<file path="config.mk">
export PLATFORM = sky130hd
export DESIGN_NAME = abs_diff_pipe
export DESIGN_NICKNAME = d
export VERILOG_FILES = /design/src/rtl/abs_diff_pkg.sv /design/src/rtl/abs_diff_lane.sv /design/src/rtl/abs_diff_pipe.sv
export SDC_FILE = /design/constraint.sdc
export NUM_CORES = 1
export LEC_CHECK = 0
export ABC_AREA = 0
export BUFFER_PORTS_ARGS = -buffer_cell sky130_fd_sc_hd__buf_2
export CAP_MARGIN = 20
export CORE_MARGIN = 8
export CORE_UTILIZATION = 55
export CTS_CLUSTER_DIAMETER = 80
export DETAILED_ROUTE_END_ITERATION = 7
export PLACE_DENSITY_LB_ADDON = 0.25
export SYNTH_ARGS = -nofsm -noshare
export SYNTH_HDL_FRONTEND = slang
export SYNTH_SLANG_ARGS = --single-unit
</file>
<file path="constraint.sdc">
create_clock -name clk -period 5.12 [get_ports clk]
set_clock_uncertainty 0.15 [all_clocks]
set_input_delay 0.512 -clock clk [delete_from_list [all_inputs] [get_ports clk]]
set_output_delay 0.512 -clock clk [all_outputs]
set_load 0.1 [all_outputs]
</file>
<file path="src/rtl/abs_diff_pkg.sv">
// Shared helpers for the absolute-difference pipeline: width rules and lane slicing.
package abs_diff_pkg;

  function automatic int unsigned clog2(input int unsigned value);
    int unsigned result;
    result = 0;
    for (int i = 0; i < 32; i++) begin
      if ((64'd1 << i) < 64'(value)) begin
        result = i + 1;
      end
    end
    return result;
  endfunction

  // A single lane needs no carry headroom, so the SAD collapses to the lane width.
  function automatic int unsigned sad_width(input int unsigned width, input int unsigned lanes);
    return (lanes == 1) ? width : width + clog2(lanes);
  endfunction

  function automatic int unsigned lane_lo(input int unsigned lane, input int unsigned width);
    return lane * width;
  endfunction

endpackage

</file>
<file path="src/rtl/abs_diff_lane.sv">
// Combinational per-lane magnitude, sign and threshold flag from a registered difference.
module abs_diff_lane
  import abs_diff_pkg::*;
#(
  parameter int unsigned WIDTH = 8
) (
  input  logic [WIDTH:0]   i_d,
  input  logic [WIDTH-1:0] i_thr,
  output logic [WIDTH-1:0] o_abs,
  output logic             o_sign,
  output logic             o_flag
);

  logic [WIDTH-1:0] w_mag;

  // Negating the low bits of a borrowed difference always fits WIDTH bits.
  assign w_mag  = i_d[WIDTH] ? (~i_d[WIDTH-1:0] + WIDTH'(1)) : i_d[WIDTH-1:0];
  assign o_abs  = w_mag;
  assign o_sign = i_d[WIDTH];
  assign o_flag = (w_mag > i_thr);

endmodule

</file>
<file path="src/rtl/abs_diff_pipe.sv">
// Two-stage valid/ready absolute-difference engine: per-lane |a-b|, sign, edge flag and SAD.
module abs_diff_pipe
  import abs_diff_pkg::*;
#(
  parameter int unsigned WIDTH = 8,
  parameter int unsigned LANES = 4,
  localparam int unsigned SAD_W = sad_width(WIDTH, LANES)
) (
  input  logic                   clk,
  input  logic                   rst,
  input  logic                   in_valid,
  output logic                   in_ready,
  input  logic [LANES*WIDTH-1:0] in_a,
  input  logic [LANES*WIDTH-1:0] in_b,
  input  logic [WIDTH-1:0]       thr,
  output logic                   out_valid,
  input  logic                   out_ready,
  output logic [LANES*WIDTH-1:0] out_abs,
  output logic [LANES-1:0]       out_sign,
  output logic [LANES-1:0]       out_flag,
  output logic [SAD_W-1:0]       out_sad
);

  logic                   w_adv;
  logic                   r_s1_valid;
  logic [WIDTH:0]         r_d [LANES];
  logic [WIDTH-1:0]       r_thr;

  logic [WIDTH-1:0]       w_abs [LANES];
  logic [LANES*WIDTH-1:0] w_abs_flat;
  logic [LANES-1:0]       w_sign;
  logic [LANES-1:0]       w_flag;
  logic [SAD_W-1:0]       w_sad;

  logic                   r_out_valid;
  logic [LANES*WIDTH-1:0] r_abs;
  logic [LANES-1:0]       r_sign;
  logic [LANES-1:0]       r_flag;
  logic [SAD_W-1:0]       r_sad;

  // Global stall: the whole pipe moves only when the output slot is free or draining.
  assign w_adv    = !r_out_valid || out_ready;
  assign in_ready = w_adv;

  always_ff @(posedge clk or posedge rst) begin
    if (rst) begin
      r_s1_valid <= 1'b0;
      r_thr      <= '0;
      for (int i = 0; i < int'(LANES); i++) begin
        r_d[i] <= '0;
      end
    end else if (w_adv) begin
      r_s1_valid <= in_valid;
      if (in_valid) begin
        r_thr <= thr;
        for (int i = 0; i < int'(LANES); i++) begin
          r_d[i] <= {1'b0, in_a[lane_lo(i, WIDTH) +: WIDTH]}
                  - {1'b0, in_b[lane_lo(i, WIDTH) +: WIDTH]};
        end
      end
    end
  end

  for (genvar g = 0; g < int'(LANES); g++) begin : g_lane
    abs_diff_lane #(
      .WIDTH(WIDTH)
    ) u_lane (
      .i_d   (r_d[g]),
      .i_thr (r_thr),
      .o_abs (w_abs[g]),
      .o_sign(w_sign[g]),
      .o_flag(w_flag[g])
    );
  end

  always_comb begin
    w_abs_flat = '0;
    w_sad      = '0;
    for (int i = 0; i < int'(LANES); i++) begin
      w_abs_flat[lane_lo(i, WIDTH) +: WIDTH] = w_abs[i];
      w_sad = w_sad + SAD_W'(w_abs[i]);
    end
  end

  always_ff @(posedge clk or posedge rst) begin
    if (rst) begin
      r_out_valid <= 1'b0;
      r_abs       <= '0;
      r_sign      <= '0;
      r_flag      <= '0;
      r_sad       <= '0;
    end else if (w_adv) begin
      r_out_valid <= r_s1_valid;
      if (r_s1_valid) begin
        r_abs  <= w_abs_flat;
        r_sign <= w_sign;
        r_flag <= w_flag;
        r_sad  <= w_sad;
      end
    end
  end

  assign out_valid = r_out_valid;
  assign out_abs   = r_abs;
  assign out_sign  = r_sign;
  assign out_flag  = r_flag;
  assign out_sad   = r_sad;

endmodule

</file>
Yosys cells after proc, flatten, opt, wreduce, memory -nomap -nowiden
Index checks and enable logic that the tools add are counted. Widths: inputs -> output; s select.

Add/sub/neg operators: 11. Order comparisons: 4. Multiplexer cells: 4. Bitwise logic cells: 4. Reductions and logical operators: 4.

Operator list (number): $sub 8x8->9 (4); $add 8x1->8 const B (4); $gt 8x8->1 (4); $mux 8 (4); $not 8->8 (4); $add 10x8->10 (1); $add 9x8->10 (1); $add 8x8->9 (1); $reduce_and 2->1 (2); $logic_not 1->1 (1); $logic_or 1x1->1 (1).

Bits in registers: 96. Bits of input ports: 76. Output and inout bits: 52. Word-level logic and storage cells: 38.

Depth between registers and ports, before layout
Depth in word-level cells: 6. Gate-level depth with buffers: 14.

Cells and area by module
Synthesis repeated with hierarchy kept, for this count alone.

Cells, all modules: 751. Area, all modules: 7006.7 µm².

By module, submodules not included: abs_diff_pipe (times used 1, cells an instance 559, area an instance 5594.1 µm²); abs_diff_lane (g_lane[0].u_lane ...) (times used 3, cells an instance 48, area an instance 351.6 µm²); abs_diff_lane (g_lane[3].u_lane) (times used 1, cells an instance 48, area an instance 357.8 µm²).

Worst setup path before layout
No wires, ideal clock.

Path kind: register -> register. Start point: register r_d[27] (netlist bit). End point: register r_sad[8] (netlist: out_sad[8]). Setup time: 130 ps. Data arrival time: 3265 ps. Slack: 1575 ps. Stages on the path, launching flop included: 14. Buffers on the path: 0. Clock period less this slack: 3545 ps. Cell sequence: dfrtp_1 inv_1 ha_1 nor2b_1 xnor2_1 fa_1 fa_1 inv_1 ha_1 a211oi_1 o211ai_1 a31oi_1 xor2_1 o21ai_1.

Word-level cells in the longest chain between the ends: 6.

RTL lines: from (decl) (line abs_diff_pipe.sv:26) `logic [WIDTH:0] r_d [LANES];`; from (signal, indexed assignment) (line abs_diff_pipe.sv:57) `r_d[i] <= {1'b0, in_a[lane_lo(i, WIDTH) +: WIDTH]}`; $not 8->8 (line abs_diff_lane.sv:17) `assign w_mag = i_d[WIDTH] ? (~i_d[WIDTH-1:0] + WIDTH'(1)) : i_d[WIDTH-1:0];`; $add 8x1->8 (line abs_diff_lane.sv:17); $mux 8 * (line abs_diff_lane.sv:17); $add 8x8->9 * (line abs_diff_pipe.sv:81) `w_sad = w_sad + SAD_W'(w_abs[i]);`; $add 9x8->10 * (line abs_diff_pipe.sv:81); $add 10x8->10 * (line abs_diff_pipe.sv:81); to (signal assigned) (line abs_diff_pipe.sv:98) `r_sad <= w_sad;`; to (decl) (line abs_diff_pipe.sv:39) `logic [SAD_W-1:0] r_sad;`.

Mark *: on every way between the ends. The rest lies on a longest branch, timed or not. A chain may end at the register's enable or synchronous reset.

Final worst setup path
Start point: register r_d[18] (netlist bit). End point: register r_sad[7] (netlist: out_sad[7]).

The elaborated chain is that of the path after synthesis.

==> results.cfg <==
[critical_path]
critPathMaxFanout = 6
cp_data_arrival_time_ns = 4.11
critPathBufInv = 3
critPathRequiredTime_ns = 5.18
crit_family = adder cells
end_kind = flop
critPathSlowestCell = dfrtp_1
critPathLaunchType = flop
crit_type = reg -> reg
cpPeakStageDelay_ns = 0.51
crit_chain = inv_1 > ha_1 > mux2i_1 > fa_1 > inv_1 > fa_1 > ha_1 > inv_1 > fa_1 > nor2b_1 > o31ai_1 > nand2b_1 > a211oi_1 > o31ai_1
reg2reg_slack_ns = 1.07

[final_layout]
nNetsFinal = 1037
drive_gt1_share_pct = 18.9
diodes = 0
area_delta_synth_final_pct = 15.9

[floorplan]
io_pins = 128
die_w_um = 128
core_sq_um = 12400
start_util_pct = 55.6
die_area_sq_um = 16400
rows = 41
die_y_um = 128

[drt]
drt_iter0_markers = 293
wl_per_cell_um = 16.7
finalWirelength_um = 17300
drc = 0
vias_per_cell = 5.50
vias = 5715
drt-pass1-iter-count = 4
ant_nets = 0

[global_route]
grt_pass1_wl_um = 29000
overflow = 0
met3_usage_pct = 2.75
antenna_found_initial = 0
grtUsageMet1_pct = 29.2
grt_busiest_layer = met2
grt_usage_pct = 22.0
grt_max_degree = 56
grt_use_met2_pct = 35.7
grt_pass1_vias = 5992

[yosys]
yosysTopAreaCell = dfrtp_1
syn_area_sq_um = 6900
synth_edf_count = 0
synth_area_leaders = dfrtp_1, ha_1, fa_1
synth-main-ff-cell = dfrtp_1
syn_inst = 744
ys_ff_latch = 96
synth_warnings = 0
yosysSeqAreaShare_pct = 34.8
synth_top_area_share_pct = 34.8
synth_nets = 917
synth.distinct_cells = 45
synth_area_per_cell_sq_um = 9.27
async_flop_share_pct = 100

[sta]
rsz0062_at_grt = no
slew_viol_final = 0
fin_crit_ns = 4.05
maxSlewHeadroom_pct = 38.2
tightest_slew_ns = 0.926
max_freq_ghz = 0.247
finalHoldViolations = 0
tns_ns = 0
fin_crit_sh_pct = 79.1
finalSetupViolations = 0

[job]
maxCapViolations = 0

[clock_tree]
htreeDepth = 3
cts_root_buf = clkbuf_16
cts_max_path_buffers = 2
cts_resized = 0
cts_sinks = 96
postCtsHoldBufs = 0
cts_setup_buffers = 0
clock_latency_ns = 0.34
numCtsBuffers = 9
cts_tree = yes
clk_pin_slew_ns = 0.06

[status]
outcome = finished clean

[placement]
place_congestion = 0.897
io_buffers = 127
dp_hpwl_um = 13900

[hold_path]
hp-class = in -> async
[cell usage after synthesis, types with 4 or more instances]
master,instances
clkbuf_1,15
mux2_1,14
inv_1,96
and2_1,4
a21boi_1,4
a22o_1,5
a221oi_1,4
o21a_1,16
nor2b_1,12
o31ai_1,25
xor2_1,20
buf_2,7
nand2b_1,15
a211oi_1,9
nand4_1,6
nand3_1,4
ha_1,79
a21oi_1,27
nor3_1,8
or4_1,4
o21ai_0,51
dfrtp_1,96
fa_1,18
nor4_1,4
nor2_1,32
nor3b_1,8
mux2_2,8
a41o_1,5
o21ai_1,25
nand2_1,81
o211ai_1,4
xnor2_1,13
[metal layers]
layer,up-vias,wire length (um),share of wire (%)
li1,2814,-,-
met1,2700,8040,46
met2,174,8210,47
met3,27,736,4.2
met4,0,348,2.0
met5,-,0,0
[per-stage QoR]
step	instances	setup WS [ns]	hold WS [ns]	area [sq um]	util, %
after floorplan	744	1.58	0.314	6900	-
after global placement	1025	1.27	0.311	7690	62.0
after detailed placement	1025	1.08	0.316	7690	62.0
after CTS	1040	1.06	0.223	8000	64.4
after global routing	1040	0.781	0.227	8000	64.4
final	1040	1.07	0.192	8000	64.4
[cell families after synthesis]
| kind of cell | after synthesis | share of synthesized area (%) |
|---|---|---|
| AND/OR/NAND/NOR | 187 | 13.1 |
| adder cells (fa/ha/maj) | 97 | 19.6 |
| XOR/XNOR | 34 | 4.43 |
| AO/OA/AOI/OAI | 186 | 17.4 |
| multiplexers | 25 | 4.03 |
| flip-flops | 96 | 34.8 |
| buffers and inverters | 119 | 6.66 |
[final timing paths]
kind	start	endpoint	depth (start not counted)
max	r_d[18]	out_sad[7]	14
min	rst	r_d[0]	2
max reg2reg	r_d[18]	out_sad[7]	14
min reg2reg	out_sad[2]	out_sad[2]	2
max in group asynchronous	rst	out_abs[10]	3
min in group clk	thr[6]	r_thr[6]	2
[worst reg2reg max path: cells and delay by family, from the launching register on]
family,cells,cell delay (ns)
fa+ha+maj,5,1.65
compound gates,3,0.75
flops,1,0.51
mux,1,0.35
buf+inv,3,0.30
simple gates,2,0.21
[cells in the final DEF (no fill, tap or decap), types with 16 or more instances in the layout]
cell and instances:
o21ai_0 51, o31ai_1 25, inv_1 95, o21a_1 16, nand2_1 79, ha_1 79, buf_2 127, fa_1 18
xor2_1 20, o21ai_1 25, dfrtp_1 96, nor2_1 32, a21oi_1 27
[state kept, by name, indices dropped and copies added, names as in the netlist]
name        count
r_s1_valid      1
r_thr           8
r_d            36
out_valid       1
out_abs        32
out_sad        10
out_flag        4
out_sign        4
[area by class of cell]
type                    instances  area [sq um]
clock buffers                  11           233
clock inverters                 4          70.1
fillers                      1035          4420
inverters                      96           362
multi-input cells             529          4040
flip-flops and latches         96          2400
well taps                     172           215
repair buffers                132           673
Power is left out: the tool's default activity adds up to more than one toggle a clock period on the data nets, which glitch-free logic cannot reach.
